===== src/rtl/cpu_pkg.sv =====
// Shared definitions for the multicycle controller: FSM states, instruction
// field codes, ALU operation codes and datapath mux selects.
package cpu_pkg;

  typedef enum logic [3:0] {
    S_FETCH   = 4'd0,
    S_DECODE  = 4'd1,
    S_MEMADR  = 4'd2,
    S_MEMRD   = 4'd3,
    S_MEMWB   = 4'd4,
    S_MEMWR   = 4'd5,
    S_RTYPEEX = 4'd6,
    S_RTYPEWB = 4'd7,
    S_BEQEX   = 4'd8,
    S_ADDIEX  = 4'd9,
    S_ADDIWB  = 4'd10,
    S_JEX     = 4'd11
  } state_t;

  localparam logic [5:0] OP_RTYPE = 6'b000000;
  localparam logic [5:0] OP_LW    = 6'b100011;
  localparam logic [5:0] OP_SW    = 6'b101011;
  localparam logic [5:0] OP_BEQ   = 6'b000100;
  localparam logic [5:0] OP_ADDI  = 6'b001000;
  localparam logic [5:0] OP_J     = 6'b000010;

  localparam logic [5:0] FN_ADD = 6'b100000;
  localparam logic [5:0] FN_SUB = 6'b100010;
  localparam logic [5:0] FN_AND = 6'b100100;
  localparam logic [5:0] FN_OR  = 6'b100101;
  localparam logic [5:0] FN_SLT = 6'b101010;

  localparam logic [2:0] ALU_ADD = 3'b010;
  localparam logic [2:0] ALU_SUB = 3'b110;
  localparam logic [2:0] ALU_AND = 3'b000;
  localparam logic [2:0] ALU_OR  = 3'b001;
  localparam logic [2:0] ALU_SLT = 3'b111;

  localparam logic [1:0] ALUOP_ADD   = 2'b00;
  localparam logic [1:0] ALUOP_SUB   = 2'b01;
  localparam logic [1:0] ALUOP_FUNCT = 2'b10;

  localparam logic [1:0] SRCB_REG   = 2'b00;
  localparam logic [1:0] SRCB_ONE   = 2'b01;
  localparam logic [1:0] SRCB_IMM   = 2'b10;
  localparam logic [1:0] SRCB_IMMSH = 2'b11;

  localparam logic [1:0] PC_ALU    = 2'b00;
  localparam logic [1:0] PC_ALUOUT = 2'b01;
  localparam logic [1:0] PC_JUMP   = 2'b10;

endpackage


===== src/rtl/aludec.sv =====
// ALU decoder: maps the controller's aluop class and the R-type funct field
// to the 3-bit alucontrol, flagging funct codes the ALU does not implement.
module aludec
  import cpu_pkg::*;
#(
  parameter int FNW = 6
) (
  input  logic [1:0]     aluop,
  input  logic [FNW-1:0] funct,
  output logic [2:0]     alucontrol,
  output logic           illegal
);

  always_comb begin
    alucontrol = ALU_ADD;
    illegal    = 1'b0;
    case (aluop)
      ALUOP_SUB: alucontrol = ALU_SUB;
      ALUOP_FUNCT: begin
        case (funct)
          FNW'(FN_ADD): alucontrol = ALU_ADD;
          FNW'(FN_SUB): alucontrol = ALU_SUB;
          FNW'(FN_AND): alucontrol = ALU_AND;
          FNW'(FN_OR):  alucontrol = ALU_OR;
          FNW'(FN_SLT): alucontrol = ALU_SLT;
          default:      illegal    = 1'b1;
        endcase
      end
      default: alucontrol = ALU_ADD;
    endcase
  end

endmodule


===== src/rtl/mc_controller.sv =====
// Multicycle main controller: Moore FSM over fetch/decode/execute/memory/
// writeback with memory-ready stalls, driving datapath enables and selects.
module mc_controller
  import cpu_pkg::*;
#(
  parameter int OPW = 6,
  parameter int FNW = 6
) (
  input  logic           clk,
  input  logic           reset_n,
  input  logic [OPW-1:0] op,
  input  logic [FNW-1:0] funct,
  input  logic           zero,
  input  logic           mem_ready,
  output logic           pcen,
  output logic           iord,
  output logic           memread,
  output logic           memwrite,
  output logic           irwrite,
  output logic           regdst,
  output logic           memtoreg,
  output logic           regwrite,
  output logic           alusrca,
  output logic [1:0]     alusrcb,
  output logic [1:0]     pcsrc,
  output logic [2:0]     alucontrol,
  output logic           illegal_op
);

  state_t     r_state;
  logic       r_is_lw;

  logic       w_op_legal;
  logic [1:0] w_aluop;
  logic       w_funct_illegal;
  logic       w_pcwrite;
  logic       w_branch;
  logic       w_memread;
  logic       w_memwrite;
  logic       w_irwrite;
  logic       w_regwrite;
  logic       w_illegal;

  always_comb begin
    case (op)
      OPW'(OP_RTYPE), OPW'(OP_LW), OPW'(OP_SW),
      OPW'(OP_BEQ), OPW'(OP_ADDI), OPW'(OP_J): w_op_legal = 1'b1;
      default:                                 w_op_legal = 1'b0;
    endcase
  end

  aludec #(.FNW(FNW)) u_aludec (
    .aluop      (w_aluop),
    .funct      (funct),
    .alucontrol (alucontrol),
    .illegal    (w_funct_illegal)
  );

  // The LW/SW choice is captured in DECODE so op is not needed in MEMADR.
  always_ff @(posedge clk or negedge reset_n) begin
    if (!reset_n) begin
      r_state <= S_FETCH;
      r_is_lw <= 1'b0;
    end else begin
      case (r_state)
        S_FETCH: if (mem_ready) r_state <= S_DECODE;
        S_DECODE: begin
          r_is_lw <= (op == OPW'(OP_LW));
          case (op)
            OPW'(OP_LW), OPW'(OP_SW): r_state <= S_MEMADR;
            OPW'(OP_RTYPE):           r_state <= S_RTYPEEX;
            OPW'(OP_BEQ):             r_state <= S_BEQEX;
            OPW'(OP_ADDI):            r_state <= S_ADDIEX;
            OPW'(OP_J):               r_state <= S_JEX;
            default:                  r_state <= S_FETCH;
          endcase
        end
        S_MEMADR:  r_state <= r_is_lw ? S_MEMRD : S_MEMWR;
        S_MEMRD:   if (mem_ready) r_state <= S_MEMWB;
        S_MEMWR:   if (mem_ready) r_state <= S_FETCH;
        S_RTYPEEX: r_state <= w_funct_illegal ? S_FETCH : S_RTYPEWB;
        S_ADDIEX:  r_state <= S_ADDIWB;
        default:   r_state <= S_FETCH;
      endcase
    end
  end

  always_comb begin
    w_pcwrite  = 1'b0;
    w_branch   = 1'b0;
    w_memread  = 1'b0;
    w_memwrite = 1'b0;
    w_irwrite  = 1'b0;
    w_regwrite = 1'b0;
    w_illegal  = 1'b0;
    iord       = 1'b0;
    regdst     = 1'b0;
    memtoreg   = 1'b0;
    alusrca    = 1'b0;
    alusrcb    = SRCB_REG;
    pcsrc      = PC_ALU;
    w_aluop    = ALUOP_ADD;
    case (r_state)
      S_FETCH: begin
        w_memread = 1'b1;
        alusrcb   = SRCB_ONE;
        w_irwrite = mem_ready;
        w_pcwrite = mem_ready;
      end
      S_DECODE: begin
        alusrcb   = SRCB_IMMSH;
        w_illegal = ~w_op_legal;
      end
      S_MEMADR: begin
        alusrca = 1'b1;
        alusrcb = SRCB_IMM;
      end
      S_MEMRD: begin
        w_memread = 1'b1;
        iord      = 1'b1;
      end
      S_MEMWB: begin
        w_regwrite = 1'b1;
        memtoreg   = 1'b1;
      end
      S_MEMWR: begin
        w_memwrite = 1'b1;
        iord       = 1'b1;
      end
      S_RTYPEEX: begin
        alusrca   = 1'b1;
        w_aluop   = ALUOP_FUNCT;
        w_illegal = w_funct_illegal;
      end
      S_RTYPEWB: begin
        w_regwrite = 1'b1;
        regdst     = 1'b1;
      end
      S_BEQEX: begin
        alusrca  = 1'b1;
        w_aluop  = ALUOP_SUB;
        w_branch = 1'b1;
        pcsrc    = PC_ALUOUT;
      end
      S_ADDIEX: begin
        alusrca = 1'b1;
        alusrcb = SRCB_IMM;
      end
      S_ADDIWB: w_regwrite = 1'b1;
      S_JEX: begin
        w_pcwrite = 1'b1;
        pcsrc     = PC_JUMP;
      end
      default: begin
        w_memread = 1'b1;
        alusrcb   = SRCB_ONE;
      end
    endcase
  end

  // Strobes are gated by reset_n so nothing fires while reset is held.
  assign pcen       = reset_n & (w_pcwrite | (w_branch & zero));
  assign memread    = reset_n & w_memread;
  assign memwrite   = reset_n & w_memwrite;
  assign irwrite    = reset_n & w_irwrite;
  assign regwrite   = reset_n & w_regwrite;
  assign illegal_op = reset_n & w_illegal;

endmodule


===== config.mk =====
export PLATFORM = sky130hd
export DESIGN_NAME = mc_controller
export DESIGN_NICKNAME = d
export VERILOG_FILES = /design/src/rtl/cpu_pkg.sv /design/src/rtl/aludec.sv /design/src/rtl/mc_controller.sv
export SDC_FILE = /design/constraint.sdc
export NUM_CORES = 1
export LEC_CHECK = 0
export ABC_AREA = 1
export CELL_PAD_IN_SITES_DETAIL_PLACEMENT = 0
export CELL_PAD_IN_SITES_GLOBAL_PLACEMENT = 1
export CORE_UTILIZATION = 29
export CTS_BUF_LIST = sky130_fd_sc_hd__clkbuf_8
export DETAILED_ROUTE_END_ITERATION = 16
export PLACE_DENSITY_LB_ADDON = 0.3
export SLEW_MARGIN = 30
export SYNTH_ARGS = -nofsm -noshare
export SYNTH_HDL_FRONTEND = slang
export SYNTH_SLANG_ARGS = --single-unit

===== constraint.sdc =====
create_clock -name clk -period 2.7 [get_ports clk]
set_clock_uncertainty 0.2 [all_clocks]
set_input_delay 0.405 -clock clk [delete_from_list [all_inputs] [get_ports clk]]
set_output_delay 0.405 -clock clk [all_outputs]
set_load 0.1 [all_outputs]

After elaboration in Yosys (flattened, before gate mapping)
Index checks and enable logic that the tools add are counted.
{"block": "op_classes", "n_eq_ne": 26, "n_mux": 26, "bitwise_logic": 9, "n_reduce_logical": 12}
{"op": "6-bit equality test (second input constant)", "count": 7}
{"op": "4-bit one-hot mux with 7 select lines", "count": 1}
{"op": "4-bit one-hot mux with 5 select lines", "count": 1}
{"op": "4-bit by 3-bit equality test with 1-bit output (second input constant)", "count": 4}
{"op": "4-bit equality test (second input constant)", "count": 4}
{"op": "1-bit 2-to-1 mux", "count": 12}
{"op": "4-bit 2-to-1 mux", "count": 3}
{"op": "3-bit one-hot mux with 4 select lines", "count": 1}
{"op": "10-bit OR reduction", "count": 1}
{"op": "4-bit by 2-bit equality test with 1-bit output (second input constant)", "count": 2}
{"op": "2-bit one-hot mux with 2 select lines", "count": 2}
{"op": "8-bit OR reduction", "count": 1}
{"op": "1-bit AND", "count": 7}
{"op": "6-bit by 2-bit equality test with 1-bit output (second input constant)", "count": 1}
{"op": "6-bit by 3-bit equality test with 1-bit output (second input constant)", "count": 1}
{"op": "6-bit by 4-bit equality test with 1-bit output (second input constant)", "count": 1}
{"op": "6-bit logical NOT", "count": 1}
{"op": "3-bit 2-to-1 mux", "count": 2}
{"op": "2-bit != test (second input constant)", "count": 3}
{"op": "2-bit one-hot mux with 3 select lines", "count": 1}
{"op": "3-bit one-hot mux with 2 select lines", "count": 1}
{"op": "2-bit OR reduction", "count": 3}
{"op": "6-bit OR reduction", "count": 1}
{"op": "5-bit OR reduction", "count": 1}
{"op": "other kinds (10)", "count": 11}
{"block": "totals", "regBits": 5, "out_inout_bits": 17}

Depth between registers and ports, before layout
Gate-level depths: netlist of the first run.
{"block": "depth", "word_depth": 6, "depth_mapped": 11, "ltp_nobuf": 11}

Modules after synthesis
From an unflattened synthesis of the first run, not the netlist that was laid out.
{"block": "unflattened", "hier_cells": 134, "hier_area_um2": 755.7}
{"module": "mc_controller", "n_inst": 1, "cells_per_inst": 107, "area_per_inst_um2": 616.8, "seq_area_each_um2": 125.1}
{"module": "aludec", "n_inst": 1, "cells_per_inst": 27, "area_per_inst_um2": 138.9, "seq_area_each_um2": 0.0}

Worst setup path after synthesis of the first run
OpenSTA, ideal clock, no wires.
{"block": "synth_timing", "path_kind": "register -> output", "from": "reg r_state[2]", "to": "out alucontrol[2]", "arrival_time_ns": 4.179, "required_time_ns": 2.095, "setup_slack_ns": -2.084, "path_stages_with_launch": 7, "n_path_buf": 0, "path_cell_list": "dfrtp_1 nor2_2 inv_2 nor2_2 inv_1 ha_1 a21boi_0"}
{"block": "synth_between", "elab_chain_cells": 4, "elab_cells_between_ends": 6, "classes_between": "4 x eq/ne; 2 x mux"}
{"element": "start: declaration", "line_no": "mc_controller.sv:30", "text": "state_t r_state;"}
{"element": "start signal: assignment", "line_no": "mc_controller.sv:78", "text": "S_MEMADR: r_state <= r_is_lw ? S_MEMRD : S_MEMWR;"}
{"element": "start signal: assignment", "line_no": "mc_controller.sv:81", "text": "S_RTYPEEX: r_state <= w_funct_illegal ? S_FETCH : S_RTYPEWB;"}
{"element": "4-bit equality test / 4-bit by 3-bit equality test with 1-bit output (equally long branches)", "line_no": "mc_controller.sv:103", "text": "case (r_state)"}
{"element": "2-bit one-hot mux with 2 select lines *", "line_no": "mc_controller.sv:103"}
{"element": "2-bit equality test / 2-bit by 1-bit equality test with 1-bit output (equally long branches)", "line_no": "aludec.sv:17", "text": "case (aluop)"}
{"element": "3-bit one-hot mux with 2 select lines *", "line_no": "aludec.sv:17"}
{"element": "end: declaration", "line_no": "mc_controller.sv:26", "text": "output logic [2:0] alucontrol,"}
Mark *: on every way between the ends. The rest lies on a longest branch, timed or not.

Worst setup path after layout of the first run
{"block": "layout_timing", "from": "reg r_state[1]", "to": "out illegal_op"}
{"block": "layout_between", "elab_chain_cells": 6, "elab_cells_between_ends": 8, "classes_between": "4 x eq/ne; 3 x mux; 1 x bitwise"}
{"element": "4-bit equality test / 4-bit by 3-bit equality test with 1-bit output (equally long branches)", "line_no": "mc_controller.sv:103"}
{"element": "2-bit one-hot mux with 2 select lines", "line_no": "mc_controller.sv:103"}
{"element": "2-bit equality test", "line_no": "aludec.sv:17"}
{"element": "1-bit 2-to-1 mux", "line_no": "aludec.sv:17"}
{"element": "1-bit one-hot mux with 2 select lines *", "line_no": "mc_controller.sv:103"}
{"element": "1-bit AND *", "line_no": "mc_controller.sv:167", "text": "assign illegal_op = reset_n & w_illegal;"}
{"element": "end: declaration", "line_no": "mc_controller.sv:27", "text": "output logic illegal_op"}
Marked as above.

==> results of run 1 <==
-- registers in the layout (all words and copies together), names as in the netlist --
name and cells:
r_is_lw 1, r_state 4
-- final cells by class --
type | instances | area, um2 | area share, %
inverters | 23 | 86.3 | 6.91
clock buffers | 3 | 41.3 | 3.30
clock inverters | 1 | 3.75 | 0.300
multi-input cells | 94 | 548 | 43.8
well taps | 28 | 35.0 | 2.80
repair buffers | 33 | 410 | 32.8
flip-flops and latches | 5 | 125 | 10.0
-- cells by family after synthesis --
| family | share of synthesized area [%] |
|---|---|
| compound gates | 11.5 |
| fa+ha+maj | 5.38 |
| buf+inv | 13.4 |
| flops | 17.9 |
| simple gates | 51.8 |
-- layer usage --
layer	track usage [%]	wire length, um
met5	0	0
met4	8.33	11
met3	2.98	59
met2	30.9	885
met1	19.9	891
-- final timing paths --
path / endpoint / depth (start not counted) / slack (ns)
setup / recovery: illegal_op / 8 / 0.19
setup reg to reg: r_state[2] / 10 / 0.86
min in group clk: r_is_lw / 2 / 0.36
hold reg to reg: r_is_lw / 2 / 0.36
hold / removal: r_state[3] / 2 / 0.29
max in group asynchronous: r_is_lw / 2 / 1.90
-- placed cells by master, fill, tap and decap left out, drive strengths merged --
| cell type | instances |
|---|---|
| nand2 | 29 |
| nor2 | 23 |
| nor3 | 2 |
| a21oi | 3 |
| inv | 24 |
| nand4 | 4 |
| dfrtp | 5 |
| buf | 18 |
| o21ai | 7 |
| clkdlybuf4s50 | 15 |
| clkbuf | 3 |
| nor4 | 1 |
| a31oi | 2 |
| o22ai | 1 |
| nand3 | 18 |
| a21boi | 1 |
| ha | 3 |
-- report_power, final --
group | internal (mW) | switching, mW | total (mW)
registers | 0.0907 | 0.0264 | 0.117
logic | 0.222 | 0.549 | 0.771
clock network | 0.0972 | 0.0339 | 0.131
total | 0.410 | 0.609 | 1.02
==> impl_summary.log, run 1 <==
[metrics] Cell Chain, Critical Path: inv_2 -> nand2_2 -> nor2_4 -> inv_1 -> ha_1 -> nand4_1 -> a21oi_4 -> buf_12
[metrics] top achievable clock speed: 399 MHz
[metrics] post-synthesis average cell area: 5.68 um2
[metrics] non-filler cells, final: 187
[metrics] share of synthesized registers carrying an async set or reset: 100%
[metrics] area of the core: 0.00223 mm2
[metrics] Routed wire per std cell: 9.88 um
[metrics] via count normalized by instance count: 4.68
[metrics] main flop type after synthesis: sky130_fd_sc_hd__dfrtp_1
[metrics] largest fanout of any net on the critical path: 8
[metrics] unique cell type count in the Yosys netlist: 22
[metrics] TritonCTS clock tree: yes
[metrics] final estimated routing congestion in global placement: 0.850
[metrics] DR iter-0 viols: 12
[metrics] count of buffer and inverter cells on the critical path: 3
[metrics] outcome: finished clean
[metrics] final HPWL from detailed placement: 1650 um
[metrics] H-tree depth: 1
[metrics] count of hold buffers inserted by post-cts repair: 0
[metrics] final-layout setup total negative slack: 0 ns
[metrics] nets@finish: 179
[metrics] Detailed Route WL: 1850 um
[metrics] clock transition time at the flip-flop clock pins of the worst setup and hold paths: 0.03 ns
[metrics] setup repair after global routing missed its margin: false
[metrics] drt pass-1 iters: 4
[metrics] worst min-delay path class: in -> async
[metrics] slowest cell on the critical path: sky130_fd_sc_hd__dfrtp_1
[metrics] most common library cells after synthesis: sky130_fd_sc_hd__nand2_1, sky130_fd_sc_hd__inv_1, sky130_fd_sc_hd__nor2_1
[metrics] maximum number of pins on one net before global-route repair: 9
[metrics] Top Family by Delay on Critical Path: flip-flops
[metrics] DR vias: 876
[metrics] cells taking the most area after synthesis: sky130_fd_sc_hd__dfrtp_1, sky130_fd_sc_hd__nand2_1, sky130_fd_sc_hd__nand3_1
[metrics] Layout Cell Area excl Fill: 0.00125 mm2
[metrics] crit path launch: r_state[1]
[metrics] number of instances in the synthesized netlist: 123
[metrics] global-route wire length before repair: 3400 um
[metrics] startpoint type of the worst setup path: register
[metrics] root buffer cell: sky130_fd_sc_hd__clkbuf_8
[metrics] fin crit share: 92.8%
[metrics] beginning of the worst register-to-register path: r_state[1]
[metrics] effective utilization at floorplan: 31.3%
[metrics] power consumption: 1.02 mW
[metrics] slowest cell delay on critical path: 0.55 ns
[metrics] final worst path period need: 2.51 ns
[metrics] setup fix buffers added after clock tree synthesis: 0
[metrics] insertion delay of the later-clocked pin in the worst-skew pair: 0.22 ns
[metrics] buffers from clock root to sink, at most: 2
[metrics] placed instance area: 0.00120 mm2
[metrics] actual slew at the worst max-slew pin: 0.354 ns
[metrics] synthesized area: 698 um2
[metrics] final number of setup-violating endpoints: 0
[metrics] Placed Cells incl. Taps: 183
[metrics] syn nets: 142
[metrics] Fin. Hold Viols: 0
[metrics] number of design rule violations left after detail routing: 0
[metrics] Leak: 0.580 nW
[metrics] number of nets with antenna violations after routing: 0
[metrics] die outline height: 51.1 um
[metrics] Yosys Warn Count: 0
[metrics] proportion of netlist area held by the largest area contributor: 17.9%
[metrics] number of I/O pins: 33
[metrics] synth-to-layout area growth: 79.0%
[metrics] Post-synth EDFFs: 0
[metrics] Die ar.: 0.00261 mm2
[metrics] Filler Cell Count: 222
[metrics] top-count cell post-synth: sky130_fd_sc_hd__nand2_1
[metrics] required time reported for the critical path endpoint: 2.10 ns
[metrics] peak ir drop on the vdd network: 0.000922 V
[metrics] Clock Sink Count: 5
[metrics] layout cells sized above 1: 28.9%
[metrics] number of max-cap violations: 0
[metrics] worst hold slack after final layout: 0.286 ns
[metrics] Rows: 17
[metrics] element type at the critical path end: output pin
[metrics] antenna cells: 0
[metrics] final core area utilization: 56.0%
[metrics] GRT Overall Usage: 17.4%
[metrics] CP Data Arrival Time: 1.90 ns
[metrics] Horiz. Die Dim: 51.1 um
[metrics] number of buffers added on ports: 32
[metrics] antenna violations before repair: 0
[metrics] setup slack after placement: 0.345 ns
[metrics] gr ovfl total: 0
[metrics] post-route worst setup slack: 0.195 ns
[metrics] Max-slew headroom: 76.2%
[metrics] post-CTS resize count: 0
[metrics] library cell with the largest summed area after synthesis: sky130_fd_sc_hd__dfrtp_1
[metrics] number of synthesized register bits: 5
[metrics] number of slew-limit violations in the final report: 0
[metrics] power per cell area: 815 mW/mm2
[metrics] number of global-route vias before repair: 838
[metrics] sequential area share after synthesis: 17.9%
[metrics] classification of the worst setup path: reg -> out
[metrics] number of buffers added by the clock tree synthesis step: 3
(Power assumes the default switching activity.)
==> run 2: changes to the inputs <==
CORE_UTILIZATION = 27   (was 29)
CTS_CLUSTER_DIAMETER = 120   (was unset)
clock period = 2.5 ns   (was 2.7 ns; I/O delays follow)
==> run 2 against run 1 <==
Compared with the run above:
- core utilization is 0.76 points higher
- sequential cell count is the same
- setup slack got worse by 0.11 ns
- largest cell class unchanged
==> impl_summary.log, run 2 (synthesis gave the netlist of run 1 again) <==
[metrics] clock transition time at the flip-flop clock pins of the worst setup and hold paths: 0.04 ns (about the same)
[metrics] required time reported for the critical path endpoint: 1.92 ns (-0.18 ns)
[metrics] die outline height: 52.9 um (+3.5%)
[metrics] peak ir drop on the vdd network: 0.000751 V (-19%)
[metrics] nets@finish: 179 (unchanged)
[metrics] actual slew at the worst max-slew pin: 0.406 ns (+0.0517 ns)
[metrics] number of I/O pins: 33 (unchanged)
[metrics] insertion delay of the later-clocked pin in the worst-skew pair: 0.22 ns (about the same)
[metrics] number of buffers added by the clock tree synthesis step: 3 (unchanged)
[metrics] most common cell after layout, fill and taps aside: sky130_fd_sc_hd__nand2_1
[metrics] number of global-route vias before repair: 799 (-4.7%)
[metrics] effective utilization at floorplan: 28.4% (-2.8 points)
[metrics] Layout Cell Area excl Fill: 0.00139 mm2 (+11%)
[metrics] flip-flop count of the largest register, all copies and words added: 4 (unchanged)
[metrics] worst min-delay path class: in -> async
[metrics] Die ar.: 0.00279 mm2 (+7.1%)
[metrics] layout cells sized above 1: 33.3% (+4.4 points)
[metrics] sequential cell fraction of total power: 11.1% (-0.4 points)
[metrics] number of design rule violations left after detail routing: 0 (unchanged)
[metrics] Gate power share: 76.6% (+1.0 points)
[metrics] net switching fraction of the power: 57.2% (-2.6 points)
[metrics] number of slew-limit violations in the final report: 0 (unchanged)
[metrics] setup repair after global routing missed its margin: true
[metrics] Fin. Hold Viols: 0 (unchanged)
[metrics] startpoint type of the worst setup path: primary input
[metrics] Horiz. Die Dim: 52.9 um (+3.5%)
[metrics] placed instance area: 0.00135 mm2 (+12%)
[metrics] register containing the most flip-flops in the final layout: r_state
[metrics] clock network power share: 12.4% (-0.5 points)
[metrics] final worst path period need: 2.41 ns
[metrics] gr ovfl total: 0 (unchanged)
[metrics] synth-to-layout area growth: 99.5%
[metrics] registers with the most flip-flops: r_state: 4 flops, r_is_lw: 1 flops
[metrics] GRT Overall Usage: 16.1% (-1.3 points)
[metrics] final HPWL from detailed placement: 1760 um (+6.9%)
[metrics] number of max-cap violations: 0 (unchanged)
[metrics] DR iter-0 viols: 25 (+13)
[metrics] root buffer cell: sky130_fd_sc_hd__clkbuf_8
[metrics] number of buffers added on ports: 32 (unchanged)
[metrics] top library cells by usage in the layout, fill and taps aside: sky130_fd_sc_hd__nand2_1, sky130_fd_sc_hd__inv_1, sky130_fd_sc_hd__buf_12
[metrics] via count normalized by instance count: 4.78 (+2.1%)
[metrics] final-layout setup total negative slack: 0 ns (unchanged)
[metrics] buffers from clock root to sink, at most: 2 (unchanged)
[metrics] CP Data Arrival Time: 1.84 ns (-0.06 ns)
[metrics] element type at the critical path end: output pin
[metrics] Net Sw Power: 0.680 mW (+12%)
[metrics] area of the core: 0.00245 mm2 (+9.9%)
[metrics] maximum number of pins on one net before global-route repair: 9 (unchanged)
[metrics] antenna cells: 0 (unchanged)
[metrics] Max-slew headroom: 72.7% (-3.5 points)
[metrics] final estimated routing congestion in global placement: 0.791 (-7.0%)
[metrics] Leak: 0.603 nW (+4.0%)
[metrics] register-to-register setup slack: 0.69 ns (-0.17 ns)
[metrics] TritonCTS clock tree: yes
[metrics] largest fanout of any net on the critical path: 3 (-5)
[metrics] power per cell area: 853 mW/mm2 (+4.6%)
[metrics] H-tree depth: 1 (unchanged)
[metrics] internal power: 0.509 mW (+24%)
[metrics] global-route wire length before repair: 3330 um (-2.0%)
[metrics] classification of the worst setup path: in -> out
[metrics] Routed wire per std cell: 10.6 um (+7.3%)
[metrics] number of nets with antenna violations after routing: 0 (unchanged)
[metrics] outcome: finished clean
[metrics] Placed Cells incl. Taps: 185 (+1.1%)
[metrics] antenna violations before repair: 0 (unchanged)
[metrics] power consumption: 1.19 mW (+17%)
[metrics] drt pass-1 iters: 4 (unchanged)
[metrics] Rows: 18 (+1)
[metrics] post-CTS resize count: 0 (unchanged)
[metrics] Clock Sink Count: 5 (unchanged)
[metrics] top achievable clock speed: 414 MHz
[metrics] DR vias: 904 (+3.2%)
[metrics] non-filler cells, final: 189 (+1.1%)
[metrics] count of hold buffers inserted by post-cts repair: 0 (unchanged)
[metrics] Detailed Route WL: 2000 um (+8.4%)
[metrics] setup fix buffers added after clock tree synthesis: 0 (unchanged)
[metrics] final number of setup-violating endpoints: 0 (unchanged)
[metrics] fin crit share: 96.6%
[run 2: layout make-up]
cell class,count,area (um2)
clock inverter,1,3.75
sequential,5,128
fill,237,1060
inverter,23,86.3
multi-input combinational,94,598
timing repair buffer,33,498
clock buffer,3,41.3
tap,30,37.5
[run 2: worst paths after layout]
| kind | from | endpoint | depth (start not counted) |
|---|---|---|---|
| max | funct[0] | alucontrol[2] | 5 |
| min | reset_n | r_is_lw | 2 |
| max reg2reg | r_state[0] | r_state[2] | 10 |
| min reg2reg | r_is_lw | r_is_lw | 2 |
| max in group asynchronous | reset_n | r_state[1] | 2 |
| min in group clk | r_is_lw | r_is_lw | 2 |
[run 2: layer usage]
layer | global-route usage (%) | share of wire [%] | vias up
met5 | 0 | 0 | -
li1 | - | - | 477
met2 | 27.6 | 48 | 28
met4 | 7.89 | 1.3 | 0
met1 | 20.1 | 47 | 397
met3 | 1.15 | 3.7 | 2
[run 2: power by group through the flow]
stage | Sequential (mW) | Clock, mW | Combinational [mW]
2_1_floorplan | 0.117 | 0 | 0.631
3_3_place_gp | 0.130 | 0 | 0.913
3_5_place_dp | 0.130 | 0 | 0.915
4_1_cts | 0.129 | 0.151 | 0.916
5_1_grt | 0.134 | 0.154 | 0.957
6_report | 0.131 | 0.147 | 0.910
[run 2: metrics by stage]
| stage | worst slack (ns) | utilization (%) | hold slack, ns |
|---|---|---|---|
| floorplan | -0.293 | - | -0.121 |
| global placement | 0.197 | 54.8 | 0.353 |
| detailed placement | 0.124 | 54.8 | 0.347 |
| CTS | 0.0690 | 56.7 | 0.264 |
| global route | -0.0138 | 56.7 | 0.288 |
| finish | 0.0859 | 56.7 | 0.257 |
[run 2: worst max-delay path, cell delays in order]
cell and delay, ns:
sky130_fd_sc_hd__clkdlybuf4s50_1 0.45, sky130_fd_sc_hd__nor4_1 0.43, sky130_fd_sc_hd__nand3_1 0.20, sky130_fd_sc_hd__a21boi_4 0.19
sky130_fd_sc_hd__buf_12 0.19
==> run 3: changes to the inputs <==
CTS_CLUSTER_DIAMETER = unset   (was 120)
==> results of run 3 <==
Final layout, timing and power as in run 2 (identical DEF).
